$ cat src/rtl/regfile_ctrl_pkg.sv
// Shared widths, FSM state type and debug request payload for the register-file port controller.
package regfile_ctrl_pkg;

   localparam int unsigned REG_W       = 5;
   localparam int unsigned DATA_W      = 32;
   localparam int unsigned RF_LAST_IDX = 31;

   typedef enum logic [1:0] {
      CLEAR  = 2'd0,
      IDLE   = 2'd1,
      ACCESS = 2'd2,
      RESP   = 2'd3
   } rfc_state_t;

   typedef struct packed {
      logic              write;
      logic [REG_W-1:0]  addr;
      logic [DATA_W-1:0] wdata;
   } dbg_req_t;

endpackage

$ cat src/rtl/regfile_port_ctrl.sv
// Owns the register-file write port and read port 1: zero-clears x1..x31 after reset,
// then shares the ports between the core (pass-through) and single debug accesses.
module regfile_port_ctrl
   import regfile_ctrl_pkg::*;
#(
   parameter bit CLEAR_ON_RESET = 1'b1
)
(
   input  logic              clk,
   input  logic              rst_n,
   input  logic [REG_W-1:0]  core_raddr1,
   input  logic [REG_W-1:0]  core_raddr2,
   input  logic              core_we,
   input  logic [REG_W-1:0]  core_waddr,
   input  logic [DATA_W-1:0] core_wdata,
   output logic              core_stall,
   input  logic              dbg_req_valid,
   output logic              dbg_req_ready,
   input  logic              dbg_req_write,
   input  logic [REG_W-1:0]  dbg_req_addr,
   input  logic [DATA_W-1:0] dbg_req_wdata,
   output logic              dbg_rsp_valid,
   input  logic              dbg_rsp_ready,
   output logic [DATA_W-1:0] dbg_rsp_rdata,
   output logic [REG_W-1:0]  rf_raddr1,
   output logic [REG_W-1:0]  rf_raddr2,
   output logic              rf_we,
   output logic [REG_W-1:0]  rf_waddr,
   output logic [DATA_W-1:0] rf_wdata,
   input  logic [DATA_W-1:0] rf_rdata1
);

   rfc_state_t        r_state;
   logic [REG_W-1:0]  r_clr_cnt;
   dbg_req_t          r_req;
   logic [DATA_W-1:0] r_rsp_rdata;
   logic              w_req_to_x0;

   assign w_req_to_x0 = (r_req.addr == '0);

   // Read port 2 is never shared.
   assign rf_raddr2 = core_raddr2;

   // Controller state, clear counter, latched debug request and response data.
   always_ff @(posedge clk) begin
      if (!rst_n) begin
         if (CLEAR_ON_RESET) begin
            r_state <= CLEAR;
         end else begin
            r_state <= IDLE;
         end
         r_clr_cnt   <= REG_W'(1);
         r_req       <= '0;
         r_rsp_rdata <= '0;
      end else begin
         case (r_state)
            CLEAR: begin
               r_clr_cnt <= r_clr_cnt + REG_W'(1);
               if (r_clr_cnt == REG_W'(RF_LAST_IDX)) begin
                  r_state <= IDLE;
               end
            end
            IDLE: begin
               if (dbg_req_valid) begin
                  r_req.write <= dbg_req_write;
                  r_req.addr  <= dbg_req_addr;
                  r_req.wdata <= dbg_req_wdata;
                  r_state     <= ACCESS;
               end
            end
            ACCESS: begin
               // x0 always reads as zero; writes report zero data.
               if (r_req.write || w_req_to_x0) begin
                  r_rsp_rdata <= '0;
               end else begin
                  r_rsp_rdata <= rf_rdata1;
               end
               r_state <= RESP;
            end
            RESP: begin
               if (dbg_rsp_ready) begin
                  r_state <= IDLE;
               end
            end
            default: begin
               r_state <= IDLE;
            end
         endcase
      end
   end

   // Port mux and handshake decode; reset forces every side effect off.
   always_comb begin
      rf_raddr1     = core_raddr1;
      rf_we         = 1'b0;
      rf_waddr      = core_waddr;
      rf_wdata      = core_wdata;
      core_stall    = 1'b1;
      dbg_req_ready = 1'b0;
      dbg_rsp_valid = 1'b0;
      dbg_rsp_rdata = r_rsp_rdata;

      case (r_state)
         CLEAR: begin
            rf_we    = 1'b1;
            rf_waddr = r_clr_cnt;
            rf_wdata = '0;
         end
         IDLE: begin
            rf_we         = core_we;
            core_stall    = 1'b0;
            dbg_req_ready = 1'b1;
         end
         ACCESS: begin
            rf_raddr1 = r_req.addr;
            rf_we     = r_req.write && !w_req_to_x0;
            rf_waddr  = r_req.addr;
            rf_wdata  = r_req.wdata;
         end
         RESP: begin
            dbg_rsp_valid = 1'b1;
         end
         default: begin
            rf_we = 1'b0;
         end
      endcase

      if (!rst_n) begin
         rf_we         = 1'b0;
         core_stall    = 1'b1;
         dbg_req_ready = 1'b0;
         dbg_rsp_valid = 1'b0;
         dbg_rsp_rdata = '0;
      end
   end

endmodule

$ cat config.mk
export PLATFORM = sky130hd
export DESIGN_NAME = regfile_port_ctrl
export DESIGN_NICKNAME = d
export VERILOG_FILES = /design/src/rtl/regfile_ctrl_pkg.sv /design/src/rtl/regfile_port_ctrl.sv
export SDC_FILE = /design/constraint.sdc
export NUM_CORES = 1
export LEC_CHECK = 0
export CORE_UTILIZATION = 38
export DETAILED_ROUTE_END_ITERATION = 10
export PLACE_DENSITY_LB_ADDON = 0.25
export SLEW_MARGIN = 10
export SYNTH_ARGS = -nofsm -noshare
export SYNTH_HDL_FRONTEND = slang
export SYNTH_SLANG_ARGS = --single-unit
export TNS_END_PERCENT = 30
$ cat constraint.sdc
create_clock -name clk -period 3.4 [get_ports clk]
set_input_delay 1.02 -clock clk [delete_from_list [all_inputs] [get_ports clk]]
set_output_delay 1.02 -clock clk [all_outputs]
set_load 0.02 [all_outputs]
==> results.sh <==
export IMPL_final_cell_mix="clkdlybuf4s50_1 (187), nand2_1 (91), dfxtp_1 (77)"
export IMPL_comb_power_share_pct=22.9
export IMPL_clk_latency_ns=0.34
export IMPL_finalSetupTns_ns=0
export IMPL_path_clk_slew_ns=0.08
export IMPL_synth_area_top_cells="dfxtp_1 (44%), a22o_1 (16%), nand2_1 (9.7%)"
export IMPL_worstRegToRegCells=5
export IMPL_fmax_ghz=0.301
export IMPL_finalMaxSlewViolations=0
export IMPL_wl_met3_mm=1.03
export IMPL_die_w_um=98.1
export IMPL_yosysUniqueCellTypes=28
export IMPL_final_common_cell="clkdlybuf4s50_1"
export IMPL_cellLeakagePower_uw=0.00223
export IMPL_htree_levels=3
export IMPL_status="finished, violations left"
export IMPL_swShare_pct=27.3
export IMPL_skew_ns=0.0106
export IMPL_grt_ovfl_total=0
export IMPL_seq_area_frac_synth_pct=43.9
export IMPL_ir_drop_v=0.000192
export IMPL_worstPathArrival_ns=2.31
export IMPL_min_period_over_period_pct=97.8
export IMPL_synth_avg_cell_area_um2=8.96
export IMPL_crit_fanout=1
export IMPL_cts_max_path_buffers=2
export IMPL_netlist_area_um2=3510
export IMPL_cts_hold_buffers_added=0
export IMPL_synth_top_cell_by_area="dfxtp_1"
export IMPL_power_frac_seq_pct=45.0
export IMPL_die_area_um2=9630
export IMPL_cts_resized=0
export IMPL_ff2ff_setup_slack_ns=1.51
export IMPL_rsz0062_at_grt="no"
export IMPL_nets=697
export IMPL_initial_utilization_pct=39.7
export IMPL_p_int_uw=1560
export IMPL_ioPinCount=205
export IMPL_cts_tree="done"
export IMPL_drtIter0Drc=141
export IMPL_drt_vias_per_instance=5.08
export IMPL_grt_total_usage_pct=22.1
export IMPL_holdPathStages=2
export IMPL_io_buffers=194
export IMPL_antennaDiodeCount=0
export IMPL_relSlewSlack_pct=57.2
export IMPL_timing_rr_end="r_rsp_rdata[9]"
export IMPL_path_class="primary input to output pin"
export IMPL_net_switching_power_uw=585
export IMPL_setup_viol=0
export IMPL_gp_congestion=0.758
export IMPL_wirelength_mm=10.5
export IMPL_top_layer="met4"
export IMPL_wire_per_inst_um=15.5
export IMPL_p_clk_share_pct=32.1
export IMPL_wl_met1_mm=4.26
export IMPL_route_met2_wl_mm=4.96
export IMPL_dp_hpwl_mm=7.54
export IMPL_syn_num_nets=521
export IMPL_required_ns=2.38
export IMPL_antenna_found_initial=0
export IMPL_p_per_area_nw_per_um2=375
export IMPL_clock_sinks=77
export IMPL_cts_root_buf="clkbuf_8"
export IMPL_cts_inserted_buffers=9
export IMPL_area_growth_pct=62.8
export IMPL_ys_warn_count=0
export IMPL_grt_pass1_vias=3423
export IMPL_hold_end="r_req[21]"
export IMPL_syn_inst=392
export IMPL_post_cts_buffers=0
export IMPL_hold_viol=0
export IMPL_synth_top_area_share_pct=43.9
export IMPL_hp_start="r_req[21]"
export IMPL_vias=3460
export IMPL_die_h_um=98.1
export IMPL_drtPass1Iterations=10
export IMPL_min_period_ns=3.33
export IMPL_rows=34
export IMPL_synth_seq_cells=77
export IMPL_grt_start_max_net_pins=46
export IMPL_ant_nets=0
export IMPL_grt_pass1_wl_mm=16.9
export IMPL_p_total_uw=2140
export IMPL_worst_pin_slew_ns=0.642
export IMPL_cap_violations=0
export IMPL_failed_checks="DRC"
export IMPL_hold_path_class="register to register"
export IMPL_drive_gt1_share_pct=6.11
export IMPL_core_um2=8850
export IMPL_fillers=749
export IMPL_start_kind="primary input"
export IMPL_drc=18
export IMPL_rr_startpoint="r_state[0]"
export IMPL_crit_path_end_kind="output pin"
==> worst max-delay path, cell delays in order <==
cell	delay [ns]
clkdlybuf4s50_1	0.46
a21oi_1	0.07
a21oi_1	0.14
clkdlybuf4s50_1	0.61
==> flip-flops by register name, indices dropped and copies added, names as in the netlist <==
register,flops
r_req,38
r_rsp_rdata,32
r_clr_cnt,5
r_state,2
==> power by group through the flow <==
stage,clock network (uW),logic (uW),registers [uW]
2_1_floorplan,0,232,976
5_1_grt,755,528,969
4_1_cts,710,498,964
6_report,688,491,964
3_5_place_dp,0,495,986
3_3_place_gp,0,486,983
==> layer usage <==
metal / global-route usage (%) / vias up
li1: - / 1699
met1: 26.4 / 1593
met2: 36.0 / 147
met3: 6.80 / 21
met4: 10.6 / 0
met5: 0 / -
==> synth_stat cells <==
cell type	number
a221o_1	1
a22o_1	64
buf_4	5
o2111a_2	1
nand2_1	91
a222oi_1	1
dfxtp_1	77
inv_1	8
and3_1	1
nor2_1	2
nand2b_1	2
o211ai_1	1
nand4_1	1
ha_1	7
clkbuf_1	26
or4_1	1
a21oi_1	2
a22oi_1	3
nand3_1	1
o21ai_0	2
mux2i_1	4
mux2_2	4
and2_1	37
buf_6	3
a21boi_0	38
nor2b_1	3
xnor2_1	2
buf_1	4
==> logic make-up (layout without fill, tap and decap cells) <==
group | after synthesis | after routing | synth area share (%)
simple gates | 139 | 139 | 18.1
compound gates | 113 | 113 | 26.4
flops | 77 | 77 | 43.9
buf+inv | 46 | 227 | 6.09
mux | 8 | 8 | 2.42
fa+ha+maj | 7 | 7 | 2.49
xor+xnor | 2 | 2 | 0.499
==> metrics by stage <==
step	cells	worst slack, ns	instance area, um^2	util, %	hold WS, ns
floorplan	392	0.511	3510	-	0.434
global placement	665	0.0897	5500	62.1	0.448
detailed placement	665	0.0628	5500	62.1	0.447
CTS	681	0.00482	5700	64.4	0.471
global route	681	0.0212	5720	64.6	0.485
finish	681	0.0736	5720	64.6	0.471
==> cell type report <==
cell class / count / area, um^2 / area share, %
clock buffer: 9 / 124 / 2.17
multi-input combinational: 269 / 1770 / 30.9
clock inverter: 7 / 76.3 / 1.34
tap: 108 / 135 / 2.36
timing repair buffer: 203 / 2040 / 35.8
inverter: 8 / 30.0 / 0.525
sequential: 77 / 1540 / 27.0
==> worst max path at each step <==
stage | start | endpoint | depth (start not counted)
floorplan | rst_n | dbg_req_ready | 4
global placement | core_we | rf_we | 4
detailed placement | core_we | rf_we | 4
CTS | r_state[0] | rf_wdata[9] | 6
global route | core_we | rf_we | 4
finish | core_we | rf_we | 4
Note: power is estimated with default switching activity, not from simulation.
